### src/rtl/fofb_tx_arbiter_if.sv
// TLP source stream towards the Tx arbiter: request, active-high framing, and
// the grant/ready/abort returned by the arbiter.
interface fofb_tx_arbiter_if;
    logic        req;
    logic [63:0] td;
    logic [7:0]  trem_n;
    logic        sof;
    logic        eof;
    logic        valid;
    logic        gnt;
    logic        ready;
    logic        abort;

    modport master (
        output req, td, trem_n, sof, eof, valid,
        input  gnt, ready, abort
    );

    modport slave (
        input  req, td, trem_n, sof, eof, valid,
        output gnt, ready, abort
    );
endinterface

### src/rtl/fofb_tx_arbiter.sv
// Packet-granular arbiter sharing the TRN Tx port between the completion engine
// and the FOFB DMA write engine, with credit checks and a DMA starvation guard.
module fofb_tx_arbiter #(
    parameter int unsigned CPL_BURST = 4
) (
    input  logic                trn_clk,
    input  logic                trn_reset,
    input  logic                trn_lnk_up_n,
    input  logic [3:0]          trn_tbuf_av,
    input  logic                trn_tdst_rdy_n,
    input  logic                trn_tdst_dsc_n,
    output logic [63:0]         trn_td,
    output logic [7:0]          trn_trem_n,
    output logic                trn_tsof_n,
    output logic                trn_teof_n,
    output logic                trn_tsrc_rdy_n,
    output logic                trn_tsrc_dsc_n,
    fofb_tx_arbiter_if.slave    cpl_if,
    fofb_tx_arbiter_if.slave    dma_if,
    output logic [15:0]         cpl_pkt_cnt_o,
    output logic [15:0]         dma_pkt_cnt_o,
    output logic [7:0]          dsc_cnt_o
);

    localparam int unsigned BurstW = ($clog2(CPL_BURST + 1) > 3) ? $clog2(CPL_BURST + 1) : 3;
    localparam logic [BurstW-1:0] BurstMax = BurstW'(CPL_BURST);

    typedef enum logic [1:0] {StIdle, StCpl, StDma} state_e;

    state_e              state_q, state_d;
    logic [BurstW-1:0]   burst_q, burst_d;
    logic [15:0]         cpl_cnt_q, cpl_cnt_d;
    logic [15:0]         dma_cnt_q, dma_cnt_d;
    logic [7:0]          dsc_cnt_q, dsc_cnt_d;
    logic                cpl_abort_q, cpl_abort_d;
    logic                dma_abort_q, dma_abort_d;

    logic cpl_ok, dma_ok;
    logic in_cpl, in_dma, granted;
    logic src_valid, src_eof;
    logic xfer, abort, dsc, eof_done;

    // Only posted (bit 1) and completion (bit 2) credits matter here.
    logic unused_tbuf;
    assign unused_tbuf = ^{trn_tbuf_av[3], trn_tbuf_av[0]};

    always_comb begin
        cpl_ok    = cpl_if.req & trn_tbuf_av[2];
        dma_ok    = dma_if.req & trn_tbuf_av[1];
        in_cpl    = (state_q == StCpl);
        in_dma    = (state_q == StDma);
        granted   = in_cpl | in_dma;
        src_valid = in_cpl ? cpl_if.valid : dma_if.valid;
        src_eof   = in_cpl ? cpl_if.eof : dma_if.eof;
        xfer      = granted & src_valid & ~trn_tdst_rdy_n;
        // Link-down aborts like a discontinue but is not counted as one.
        abort     = granted & (trn_lnk_up_n | ~trn_tdst_dsc_n);
        dsc       = granted & ~trn_tdst_dsc_n & ~trn_lnk_up_n;
        eof_done  = xfer & src_eof & ~abort;
    end

    always_comb begin
        state_d     = state_q;
        burst_d     = burst_q;
        cpl_cnt_d   = cpl_cnt_q;
        dma_cnt_d   = dma_cnt_q;
        dsc_cnt_d   = dsc_cnt_q;
        cpl_abort_d = in_cpl & abort;
        dma_abort_d = in_dma & abort;

        case (state_q)
            StIdle: begin
                if (!trn_lnk_up_n) begin
                    if (dma_ok && (burst_q == BurstMax)) begin
                        state_d = StDma;
                        burst_d = '0;
                    end else if (cpl_ok) begin
                        state_d = StCpl;
                        if (dma_if.req) begin
                            burst_d = (burst_q == BurstMax) ? burst_q : burst_q + 1'b1;
                        end else begin
                            burst_d = '0;
                        end
                    end else if (dma_ok) begin
                        state_d = StDma;
                        burst_d = '0;
                    end
                end
            end
            StCpl, StDma: begin
                if (abort || eof_done) begin
                    state_d = StIdle;
                end
            end
            default: state_d = StIdle;
        endcase

        if (in_cpl && eof_done) begin
            cpl_cnt_d = cpl_cnt_q + 16'd1;
        end
        if (in_dma && eof_done) begin
            dma_cnt_d = dma_cnt_q + 16'd1;
        end
        if (dsc && (dsc_cnt_q != 8'hFF)) begin
            dsc_cnt_d = dsc_cnt_q + 8'd1;
        end
    end

    always_ff @(posedge trn_clk or posedge trn_reset) begin
        if (trn_reset) begin
            state_q     <= StIdle;
            burst_q     <= '0;
            cpl_cnt_q   <= '0;
            dma_cnt_q   <= '0;
            dsc_cnt_q   <= '0;
            cpl_abort_q <= 1'b0;
            dma_abort_q <= 1'b0;
        end else begin
            state_q     <= state_d;
            burst_q     <= burst_d;
            cpl_cnt_q   <= cpl_cnt_d;
            dma_cnt_q   <= dma_cnt_d;
            dsc_cnt_q   <= dsc_cnt_d;
            cpl_abort_q <= cpl_abort_d;
            dma_abort_q <= dma_abort_d;
        end
    end

    always_comb begin
        trn_td         = '0;
        trn_trem_n     = 8'h00;
        trn_tsof_n     = 1'b1;
        trn_teof_n     = 1'b1;
        trn_tsrc_rdy_n = 1'b1;
        trn_tsrc_dsc_n = 1'b1;
        if (in_cpl) begin
            trn_td         = cpl_if.td;
            trn_trem_n     = cpl_if.trem_n;
            trn_tsof_n     = ~cpl_if.sof;
            trn_teof_n     = ~cpl_if.eof;
            trn_tsrc_rdy_n = ~cpl_if.valid;
        end else if (in_dma) begin
            trn_td         = dma_if.td;
            trn_trem_n     = dma_if.trem_n;
            trn_tsof_n     = ~dma_if.sof;
            trn_teof_n     = ~dma_if.eof;
            trn_tsrc_rdy_n = ~dma_if.valid;
        end
    end

    assign cpl_if.gnt    = in_cpl;
    assign cpl_if.ready  = in_cpl & ~trn_tdst_rdy_n;
    assign cpl_if.abort  = cpl_abort_q;
    assign dma_if.gnt    = in_dma;
    assign dma_if.ready  = in_dma & ~trn_tdst_rdy_n;
    assign dma_if.abort  = dma_abort_q;

    assign cpl_pkt_cnt_o = cpl_cnt_q;
    assign dma_pkt_cnt_o = dma_cnt_q;
    assign dsc_cnt_o     = dsc_cnt_q;

endmodule

### src/flat_wrapper.sv
// flat-port wrapper written by rule: the top's interface ports become plain ports
module fofb_tx_arbiter_flat 
#(
    parameter int unsigned CPL_BURST = 4
)
  (trn_clk, trn_reset, trn_lnk_up_n, trn_tbuf_av, trn_tdst_rdy_n, trn_tdst_dsc_n, trn_td, trn_trem_n, trn_tsof_n, trn_teof_n, trn_tsrc_rdy_n, trn_tsrc_dsc_n, cpl_pkt_cnt_o, dma_pkt_cnt_o, dsc_cnt_o, cpl_if_req, cpl_if_td, cpl_if_trem_n, cpl_if_sof, cpl_if_eof, cpl_if_valid, cpl_if_gnt, cpl_if_ready, cpl_if_abort, dma_if_req, dma_if_td, dma_if_trem_n, dma_if_sof, dma_if_eof, dma_if_valid, dma_if_gnt, dma_if_ready, dma_if_abort);
  fofb_tx_arbiter_if cpl_if_i ();
  fofb_tx_arbiter_if dma_if_i ();
  input  logic trn_clk;
  input  logic trn_reset;
  input  logic trn_lnk_up_n;
  input  logic [3:0] trn_tbuf_av;
  input  logic trn_tdst_rdy_n;
  input  logic trn_tdst_dsc_n;
  output logic [63:0] trn_td;
  output logic [7:0] trn_trem_n;
  output logic trn_tsof_n;
  output logic trn_teof_n;
  output logic trn_tsrc_rdy_n;
  output logic trn_tsrc_dsc_n;
  output logic [15:0] cpl_pkt_cnt_o;
  output logic [15:0] dma_pkt_cnt_o;
  output logic [7:0] dsc_cnt_o;
  input wire logic [$bits(cpl_if_i.req)-1:0] cpl_if_req;
  input wire logic [$bits(cpl_if_i.td)-1:0] cpl_if_td;
  input wire logic [$bits(cpl_if_i.trem_n)-1:0] cpl_if_trem_n;
  input wire logic [$bits(cpl_if_i.sof)-1:0] cpl_if_sof;
  input wire logic [$bits(cpl_if_i.eof)-1:0] cpl_if_eof;
  input wire logic [$bits(cpl_if_i.valid)-1:0] cpl_if_valid;
  output wire logic [$bits(cpl_if_i.gnt)-1:0] cpl_if_gnt;
  output wire logic [$bits(cpl_if_i.ready)-1:0] cpl_if_ready;
  output wire logic [$bits(cpl_if_i.abort)-1:0] cpl_if_abort;
  input wire logic [$bits(dma_if_i.req)-1:0] dma_if_req;
  input wire logic [$bits(dma_if_i.td)-1:0] dma_if_td;
  input wire logic [$bits(dma_if_i.trem_n)-1:0] dma_if_trem_n;
  input wire logic [$bits(dma_if_i.sof)-1:0] dma_if_sof;
  input wire logic [$bits(dma_if_i.eof)-1:0] dma_if_eof;
  input wire logic [$bits(dma_if_i.valid)-1:0] dma_if_valid;
  output wire logic [$bits(dma_if_i.gnt)-1:0] dma_if_gnt;
  output wire logic [$bits(dma_if_i.ready)-1:0] dma_if_ready;
  output wire logic [$bits(dma_if_i.abort)-1:0] dma_if_abort;
  assign cpl_if_i.req = cpl_if_req;
  assign cpl_if_i.td = cpl_if_td;
  assign cpl_if_i.trem_n = cpl_if_trem_n;
  assign cpl_if_i.sof = cpl_if_sof;
  assign cpl_if_i.eof = cpl_if_eof;
  assign cpl_if_i.valid = cpl_if_valid;
  assign cpl_if_gnt = cpl_if_i.gnt;
  assign cpl_if_ready = cpl_if_i.ready;
  assign cpl_if_abort = cpl_if_i.abort;
  assign dma_if_i.req = dma_if_req;
  assign dma_if_i.td = dma_if_td;
  assign dma_if_i.trem_n = dma_if_trem_n;
  assign dma_if_i.sof = dma_if_sof;
  assign dma_if_i.eof = dma_if_eof;
  assign dma_if_i.valid = dma_if_valid;
  assign dma_if_gnt = dma_if_i.gnt;
  assign dma_if_ready = dma_if_i.ready;
  assign dma_if_abort = dma_if_i.abort;
  fofb_tx_arbiter #(.CPL_BURST(CPL_BURST)) u_core (.trn_clk(trn_clk), .trn_reset(trn_reset), .trn_lnk_up_n(trn_lnk_up_n), .trn_tbuf_av(trn_tbuf_av), .trn_tdst_rdy_n(trn_tdst_rdy_n), .trn_tdst_dsc_n(trn_tdst_dsc_n), .trn_td(trn_td), .trn_trem_n(trn_trem_n), .trn_tsof_n(trn_tsof_n), .trn_teof_n(trn_teof_n), .trn_tsrc_rdy_n(trn_tsrc_rdy_n), .trn_tsrc_dsc_n(trn_tsrc_dsc_n), .cpl_if(cpl_if_i), .dma_if(dma_if_i), .cpl_pkt_cnt_o(cpl_pkt_cnt_o), .dma_pkt_cnt_o(dma_pkt_cnt_o), .dsc_cnt_o(dsc_cnt_o));
endmodule
### config.mk
export PLATFORM = sky130hd
export DESIGN_NAME = fofb_tx_arbiter_flat
export DESIGN_NICKNAME = d
export VERILOG_FILES = /design/src/rtl/fofb_tx_arbiter_if.sv /design/src/rtl/fofb_tx_arbiter.sv /design/src/flat_wrapper.sv
export SDC_FILE = /design/constraint.sdc
export NUM_CORES = 1
export LEC_CHECK = 0
export ABC_CLOCK_PERIOD_IN_PS = 3300
export CAP_MARGIN = 20
export CORE_ASPECT_RATIO = 0.5
export CORE_MARGIN = 1.5
export CORE_UTILIZATION = 35
export DETAILED_ROUTE_END_ITERATION = 8
export HOLD_SLACK_MARGIN = 0.02
export PLACE_DENSITY = 0.87
export SYNTH_ARGS = -nofsm -noshare
export SYNTH_HDL_FRONTEND = slang
export SYNTH_SLANG_ARGS = --single-unit
export TNS_END_PERCENT = 100
### constraint.sdc
create_clock -name trn_clk -period 3.3 [get_ports trn_clk]
set_input_delay 0.66 -clock trn_clk [delete_from_list [all_inputs] [get_ports trn_clk]]
set_output_delay 0.66 -clock trn_clk [all_outputs]
set_load 0.01 [all_outputs]
### Word-level counts from Yosys, hierarchy flattened

Cells that the tools add are included.

* bits in registers: 47

* $add $sub $neg: 4
* equal/unequal tests: 8
* mux-type cells: 23
* bitwise logic cells: 25
* reduce and logical (&&, ||, !) cells: 10

Operators by type and width (count)
* $mux 64: 2
* $add 16x1->16 const B: 2
* $mux 8: 2
* $mux 3: 5
* $and 1x1->1: 13
* $mux 2: 5
* $not 1->1: 10
* $add 8x1->8 const B: 1
* $mux 1: 8
* $ne 8x8->1 const B: 1
* $logic_and 1x1->1: 4
* $ne 4x1->1 const B: 1
* $ne 4x4->1 const B: 1
* $pmux 2 s2: 1
* $reduce_and 4->1: 1
* $add 3x1->3 const B: 1
* $eq 3x3->1 const B: 1
* $reduce_and 3->1: 1
* $reduce_bool 3->1: 1
* $eq 2x1->1 const B: 1
* $eq 2x2->1 const B: 1
* $logic_not 2->1: 1
* $ne 2x1->1 const B: 1
* $ne 2x2->1 const B: 1
* other kinds (3): 4

### Logic depth before layout (Yosys ltp)

Gate-level depths: netlist (run 1).

* depth in word-level cells: 9
* gate-level depth with buffers: 8
* depth with buffers taken out: 6

### Least setup slack after synthesis (run 1)

No wires, ideal clock.

* path kind: register -> output
* start point: reg u_core.state_q[1]
* end point: out trn_tsof_n
* arrival: 1.669 ns
* path slack: 0.971 ns
* cell stages (with the launch flop): 8
* cell sequence: dfrtp_1 -> inv_1 -> ha_1 -> buf_6 -> clkbuf_1 -> clkbuf_1 -> nor2_1 -> a22oi_1

* elaborated cells between the ends (all ways): 4

RTL lines
* start, declared: line fofb_tx_arbiter.sv:30 `state_e state_q, state_d;`
* start signal, assigned: line fofb_tx_arbiter.sv:111 `state_q <= StIdle;`
* start signal, assigned: line fofb_tx_arbiter.sv:119 `state_q <= state_d;`
* $eq 2x1->1: line fofb_tx_arbiter.sv:50 `in_cpl = (state_q == StCpl);`
* via cpl_if_gnt: line flat_wrapper.sv:30 `output wire logic [$bits(cpl_if_i.gnt)-1:0] cpl_if_gnt;`
* $mux 1: line fofb_tx_arbiter.sv:136 `if (in_cpl) begin`
* end, declared: line flat_wrapper.sv:17 `output logic trn_tsof_n;`

The timed path passes the listed nets, and every way through them passes these cells.

### Final worst setup path (run 1)

* start point: reg u_core.state_q[0]
* end point: out trn_td[1]

* word-level cells in the longest chain between the ends: 3
* elaborated cells between the ends (all ways): 4

RTL lines
* $eq 2x2->1: line fofb_tx_arbiter.sv:51 `in_dma = (state_q == StDma);`
* $mux 64: line fofb_tx_arbiter.sv:142 `end else if (in_dma) begin`
* $mux 64 (*): line fofb_tx_arbiter.sv:136
* end, declared: line flat_wrapper.sv:15 `output logic [63:0] trn_td;`

Every way passes the cells marked *; elsewhere a longest branch is shown, timed or not.

==> results of run 1 <==
## critical path: cells and delay by family, from the launching register on
kind | cells | cell delay (ns)
compound gates | 1 | 0.22
fa+ha+maj | 1 | 0.44
buf+inv | 3 | 0.95
flops | 1 | 0.42
simple gates | 1 | 0.07
## final cells by class
class	instances	area (um^2)	area share
repair buffers	286	2910	0.453
multi-input cells	364	2000	0.312
flip-flops and latches	47	1180	0.183
well taps	117	146	0.0228
clock buffers	7	143	0.0222
inverters	10	37.5	0.00584
clock inverters	1	8.76	0.00136
## layer usage
metal	share of wire	up-vias
met3	0.062	20
met1	0.41	1880
li1	-	2037
met2	0.51	122
met4	0.016	2
met5	0.00069	-
## cells by family after synthesis
family	count (synthesis)
buffers and inverters	38
flip-flops	47
AND/OR/NAND/NOR	225
other	1
XOR/XNOR	37
AO/OA/AOI/OAI	89
adder cells (fa/ha/maj)	8
multiplexers	4
## synth_stat cells (all sizes together), types with 2 or more instances
master | instances | share of area
and4 | 6 | 0.016
a21o | 2 | 0.0045
xnor2 | 28 | 0.074
ha | 8 | 0.030
a21oi | 4 | 0.0060
inv | 10 | 0.011
a22o | 3 | 0.0079
and2 | 3 | 0.0056
and3 | 10 | 0.019
clkbuf | 24 | 0.027
xor2 | 9 | 0.024
nand3 | 17 | 0.026
dfrtp | 47 | 0.35
nand4 | 11 | 0.021
nand3b | 3 | 0.011
o21ai | 71 | 0.11
mux2 | 3 | 0.010
nor2 | 8 | 0.0090
buf | 4 | 0.011
nand2 | 156 | 0.18
nor3b | 2 | 0.0045
nor3 | 5 | 0.0075
## flip-flops by register name, indices dropped and copies added (netlist names)
name	flops
u_core.cpl_pkt_cnt_o	16
u_core.dma_pkt_cnt_o	16
u_core.dsc_cnt_o	8
u_core.burst_q	3
u_core.state_q	2
u_core.cpl_if.abort	1
u_core.dma_if.abort	1
## layout by cell type (no fill, tap or decap), drive strengths merged, types with 2 or more instances in the layout
cell	count
a21o	2
a21oi	4
a22o	3
and2	3
and3	10
and4	6
buf	7
clkbuf	7
clkdlybuf4s50	279
dfrtp	47
ha	8
inv	10
mux2	3
nand2	156
nand3	17
nand3b	3
nand4	11
nor2	8
nor3	5
nor3b	2
o21ai	71
xnor2	28
xor2	9
## through the flow
stage | hold WS, ns | power [mW] | worst slack, ns | std cells | cell area, um^2
5_1_grt | 0.512 | 3.36 | 0.0666 | 832 | 6420
4_1_cts | 0.492 | 3.18 | 0.237 | 831 | 6400
6_report | 0.494 | 3.17 | 0.255 | 832 | 6420
3_5_place_dp | 0.484 | 2.66 | 0.515 | 823 | 6250
2_1_floorplan | 0.481 | 1.51 | 0.971 | 449 | 3330
3_3_place_gp | 0.460 | 2.63 | 0.539 | 823 | 6250
## report_power, final
group	internal, mW	switching, mW	leakage, nW	total [mW]
logic	1.06	0.909	1.81	1.97
clock network	0.303	0.204	0.0741	0.507
registers	0.626	0.0645	0.649	0.691
## how the worst max path moves through the flow
stage                               end  slack, ns  depth (start not counted)
final                         trn_td[1]       0.25                          6
after global routing          trn_td[1]       0.07                          6
after CTS                     trn_td[1]       0.24                          6
after detailed placement  trn_trem_n[3]       0.51                          4
after global placement    trn_trem_n[3]       0.54                          4
after floorplan              trn_tsof_n       0.97                          7
==> results.yml, run 1 <==
setup_path:
  critPathLaunchType: "flop"
  path_cells: "inv_1, ha_2, buf_12, nand2_1, o21ai_0, clkdlybuf4s50_1"
  crit_slowest_cell: "sky130_fd_sc_hd__clkdlybuf4s50_1"
  worst_ep_required_time_ns: 2.64
  r2r_setup_slack_ns: 0.89
  slowest_delay_ns: 0.61
  timing_worst_setup_path_type: "reg -> out"
  endpoint_kind: "output pin"
  timing.reg2reg.worst_path_depth: 7
  crit_path_start: "u_core.state_q[0]"
  cp.arrival_ns: 2.39
  r2r_end: "u_core.cpl_pkt_cnt_o[6]"
  critPathMaxFanout: 34
  critical_path.reg2reg.startpoint: "u_core.state_q[1]"
logic_synthesis:
  combinational_family_with_the_most_area_after_synthesis: "simple AND/OR/NAND/NOR gates"
  syn-num-nets: 618
  synthesis.area_mm2: 0.00333
  post_synth_num_cell_types: 40
  synth-async-reset-ratio: 1.00
  ys_seq_elements: 47
  ys_seq_area_frac: 0.353
  dominantRegCellSynth: "sky130_fd_sc_hd__dfrtp_1"
  post_synth_mux_area_share: 0.0131
  post_synth.cell_area_avg_um2: 7.42
  synth_compound_gate_area_share: 0.153
  synth.yosys.warnings: 0
  synth-edff-count: 0
  adder_cell_area_share_of_the_yosys_netlist: 0.0301
  synth_simple_gate_area_share: 0.303
  syn_inst_count: 449
  synth_xor_area_frac: 0.0973
placement:
  gpl_wtd_cong: 0.832
  detailed_place_hpwl_um: 10300
  numPortBuffers: 279
min_path:
  destination_of_the_worst_hold_path: "u_core.dma_pkt_cnt_o[14]"
  worstHoldStart: "u_core.dma_pkt_cnt_o[14]"
  timing.hold.worst.class: "reg -> reg"
  worst_hold_path.num_cells: 1
clock_network:
  hold_buffers: 0
  cts-buffers-inserted: 5
  h-tree-depth: 2
  clkTransAtPathRegs_ns: 0.06
  cts_tree: "yes"
  post_cts_resized: 0
  clock_tree.buffer_depth: 2
  number_of_sinks_handled_by_clock_tree_synthesis: 47
  cts-root-buf: "sky130_fd_sc_hd__clkbuf_16"
  clk-insertion-delay-late_ns: 0.28
  postCtsSetupBuffers: 0
sta:
  final.setup_skew_ns: 0.00320
  totalNegativeSetupSlack_ns: 0
  finalHoldViolations: 0
  timing.final.setup_violations: 0
  worst_pin_slew_ns: 0.602
  share_of_the_clock_period_used_by_the_worst_path: 0.923
  maximum_operating_frequency_mhz: 328
  slew_viol_final: 0
  rsz0062_at_grt: "false"
  slew_headroom: 0.596
  fin_crit_ns: 3.05
route:
  detail-route-antenna-nets: 0
  first_pass_iteration_count_of_the_detailed_router: 5
  postRouteWirelength_um: 13100
  starting_drc_count_in_detailed_routing: 198
  wire_per_inst_um: 15.8
  drcViolationCount: 0
  vias: 4061
  vias_per_cell: 4.88
die:
  die_area_mm2: 0.0101
  start_util: 0.371
  fp_rows: 24
  floorplan.die.width_um: 141
  design.portCount: 283
  die_height_um: 72.0
  core_mm2: 0.00898
status:
  status: "completed"
layout:
  final.fill_count: 687
  fin_nets: 883
  antenna_cells: 0
  post_route_cells_drive_above_1_share: 0.0308
  area_delta_synth_final_pct: 92.9
  core_occupancy_in_the_finished_layout: 0.715
global_routing:
  grt_first_pass_wirelength_um: 20000
  largest_net_degree_at_the_start_of_global_routing: 70
  met3_global_route_usage: 0.0429
  grt.met1_usage: 0.310
  first_global_vias: 3824
  global_route.usage.met2: 0.452
  busiest_layer: "met2"
  grt_usage: 0.247
  grt_overflow_total: 0
  antenna_found_initial: 1
power:
  cellLeakagePower_nw: 2.53
  power_density_mw_per_mm2: 493
  vdd.ir_drop.worst_mv: 0.397
flow_run:
  max_cap_viol_count: 0
No activity file was read; power rests on OpenSTA's default activity.
==> inputs of run 2 (changes only) <==
--- a/config.mk
+++ b/config.mk
@@ -5,13 +5,14 @@
 export SDC_FILE = /design/constraint.sdc
 export NUM_CORES = 1
 export LEC_CHECK = 0
-export ABC_CLOCK_PERIOD_IN_PS = 3300
+export ABC_AREA = 0
 export CAP_MARGIN = 20
 export CORE_ASPECT_RATIO = 0.5
 export CORE_MARGIN = 1.5
 export CORE_UTILIZATION = 35
 export DETAILED_ROUTE_END_ITERATION = 8
 export HOLD_SLACK_MARGIN = 0.02
+export MAX_ROUTING_LAYER = met4
 export PLACE_DENSITY = 0.87
 export SYNTH_ARGS = -nofsm -noshare
 export SYNTH_HDL_FRONTEND = slang
==> results.yml, run 2 (synthesized netlist as in run 1, its figures left out) <==
status:
  status: "completed"
placement:
  gpl_wtd_cong: 0.845
  detailed_place_hpwl_um: 10300
  dp_area_mm2: 0.00625
  place_ws_ns: 0.515
  numPortBuffers: 279
global_routing:
  antenna_found_initial: 1
  largest_net_degree_at_the_start_of_global_routing: 70
  grt_usage: 0.255
  grt_overflow_total: 0
  first_global_vias: 3808
  grt_first_pass_wirelength_um: 20100
sta:
  share_of_the_clock_period_used_by_the_worst_path: 0.927
  worst_pin_slew_ns: 0.610
  rsz0062_at_grt: "false"
  slew_viol_final: 0
  finalHoldViolations: 0
  fin_crit_ns: 3.06
  timing.final.setup_violations: 0
  slew_headroom: 0.590
  totalNegativeSetupSlack_ns: 0
  final.setup_skew_ns: 0.00448
  setup_slack_ns: 0.242
  maximum_operating_frequency_mhz: 327
clock_network:
  hold_buffers: 0
  clkTransAtPathRegs_ns: 0.06
  cts_tree: "yes"
  number_of_sinks_handled_by_clock_tree_synthesis: 47
  clock_tree.buffer_depth: 2
  post_cts_resized: 0
  postCtsSetupBuffers: 0
  cts-buffers-inserted: 5
  h-tree-depth: 2
  cts-root-buf: "sky130_fd_sc_hd__clkbuf_16"
  clk-insertion-delay-late_ns: 0.28
power:
  p_switching_mw: 1.18
  comb_power_share: 0.622
  p_clk_frac: 0.161
  vdd.ir_drop.worst_mv: 0.398
  cellLeakagePower_nw: 2.53
  internal_pwr_total_mw: 1.99
  seq_power_share: 0.218
  power_density_mw_per_mm2: 494
  finalPower_mw: 3.17
  switch_share: 0.373
setup_path:
  critPathMaxFanout: 34
  timing_worst_setup_path_type: "reg -> out"
  timing.reg2reg.worst_path_depth: 7
  path_cells: "inv_1, ha_2, buf_12, nand2_1, o21ai_0, clkdlybuf4s50_1"
  critPathLaunchType: "flop"
  worst_ep_required_time_ns: 2.64
  cp.arrival_ns: 2.40
  slowest_delay_ns: 0.61
  endpoint_kind: "output pin"
  r2r_setup_slack_ns: 0.89
  critical_path.reg2reg.startpoint: "u_core.state_q[1]"
  r2r_end: "u_core.cpl_pkt_cnt_o[6]"
  crit_slowest_cell: "sky130_fd_sc_hd__clkdlybuf4s50_1"
route:
  detail-route-antenna-nets: 0
  vias_per_cell: 4.88
  postRouteWirelength_um: 13100
  wire_per_inst_um: 15.8
  drcViolationCount: 0
  first_pass_iteration_count_of_the_detailed_router: 5
  starting_drc_count_in_detailed_routing: 207
  vias: 4063
die:
  fp_rows: 24
  floorplan.die.width_um: 141
  die_height_um: 72.0
  design.portCount: 283
  start_util: 0.371
  die_area_mm2: 0.0101
  core_mm2: 0.00898
layout:
  fin_nets: 883
  post_route_cells_drive_above_1_share: 0.0308
  core_occupancy_in_the_finished_layout: 0.716
  mostFrequentLayoutCell: "sky130_fd_sc_hd__clkdlybuf4s50_1"
  final_design_area_no_fill_mm2: 0.00643
  most-common-layout-cells: "279 x sky130_fd_sc_hd__clkdlybuf4s50_1, 156 x sky130_fd_sc_hd__nand2_1, 70 x sky130_fd_sc_hd__o21ai_0, 47 x sky130_fd_sc_hd__dfrtp_1, 28 x sky130_fd_sc_hd__xnor2_1"
  area_delta_synth_final_pct: 92.9
min_path:
  destination_of_the_worst_hold_path: "u_core.cpl_pkt_cnt_o[6]"
  worstHoldStart: "u_core.cpl_pkt_cnt_o[6]"
  worst_hold_path.num_cells: 1
  timing.hold.worst.class: "reg -> reg"
flow_run:
  max_cap_viol_count: 0
## run 2: cell types whose count changed in the layout (fill, tap and decap cells not counted)
cell / previous run / this run
sky130_fd_sc_hd__diode_2: 0 / 1
## run 2: power groups by stage
stage	Clock [mW]	Sequential, mW	Combinational [mW]
floorplan	0	0.704	0.803
global placement	0	0.696	1.93
detailed placement	0	0.699	1.96
CTS	0.519	0.690	1.97
global route	0.544	0.698	2.12
finish	0.509	0.691	1.97
## run 2: metal layers
metal	up-vias	share of wire	global-route usage
met5	-	0	-
met4	0	0.015	0.0532
met3	18	0.060	0.0409
met2	115	0.50	0.451
met1	1891	0.42	0.313
li1	2039	-	-
## run 2: how the worst max path moves through the flow
stage / to / depth (start not counted) / start / slack (ns)
2_1_floorplan: trn_tsof_n / 7 / u_core.state_q[1] / 0.97
3_3_place_gp: trn_trem_n[3] / 4 / dma_if_trem_n[3] / 0.54
3_5_place_dp: trn_trem_n[3] / 4 / dma_if_trem_n[3] / 0.51
4_1_cts: trn_td[1] / 6 / u_core.state_q[0] / 0.24
5_1_grt: trn_td[1] / 6 / u_core.state_q[0] / 0.07
6_report: trn_td[1] / 6 / u_core.state_q[0] / 0.24
## run 2: layout make-up
cell class / count / area (um^2)
flip-flops and latches: 47 / 1180
diodes: 1 / 2.50
multi-input cells: 364 / 2000
inverters: 10 / 37.5
clock inverters: 1 / 8.76
well taps: 117 / 146
clock buffers: 7 / 143
fillers: 686 / 2550
repair buffers: 286 / 2910
## run 2: metrics by stage
step | instances | hold slack [ns]
floorplan | 449 | 0.481
CTS | 831 | 0.492
detailed placement | 823 | 0.484
global route | 833 | 0.512
global placement | 823 | 0.460
finish | 833 | 0.491
## run 2: worst max-delay path: cells and delay by family (launching register included)
| kind | cells | cell delay [ns] |
|---|---|---|
| buffers and inverters | 3 | 0.95 |
| adders and majority gates | 1 | 0.44 |
| DFF | 1 | 0.42 |
| AOI/OAI and AO/OA | 1 | 0.22 |
| and+or+nand+nor | 1 | 0.07 |
==> inputs of run 3 (changes only) <==
--- a/config.mk
+++ b/config.mk
@@ -17,4 +17,3 @@
 export SYNTH_ARGS = -nofsm -noshare
 export SYNTH_HDL_FRONTEND = slang
 export SYNTH_SLANG_ARGS = --single-unit
-export TNS_END_PERCENT = 100
==> results of run 3 <==
The final DEF is identical to that of run 2; final timing and power are the same.
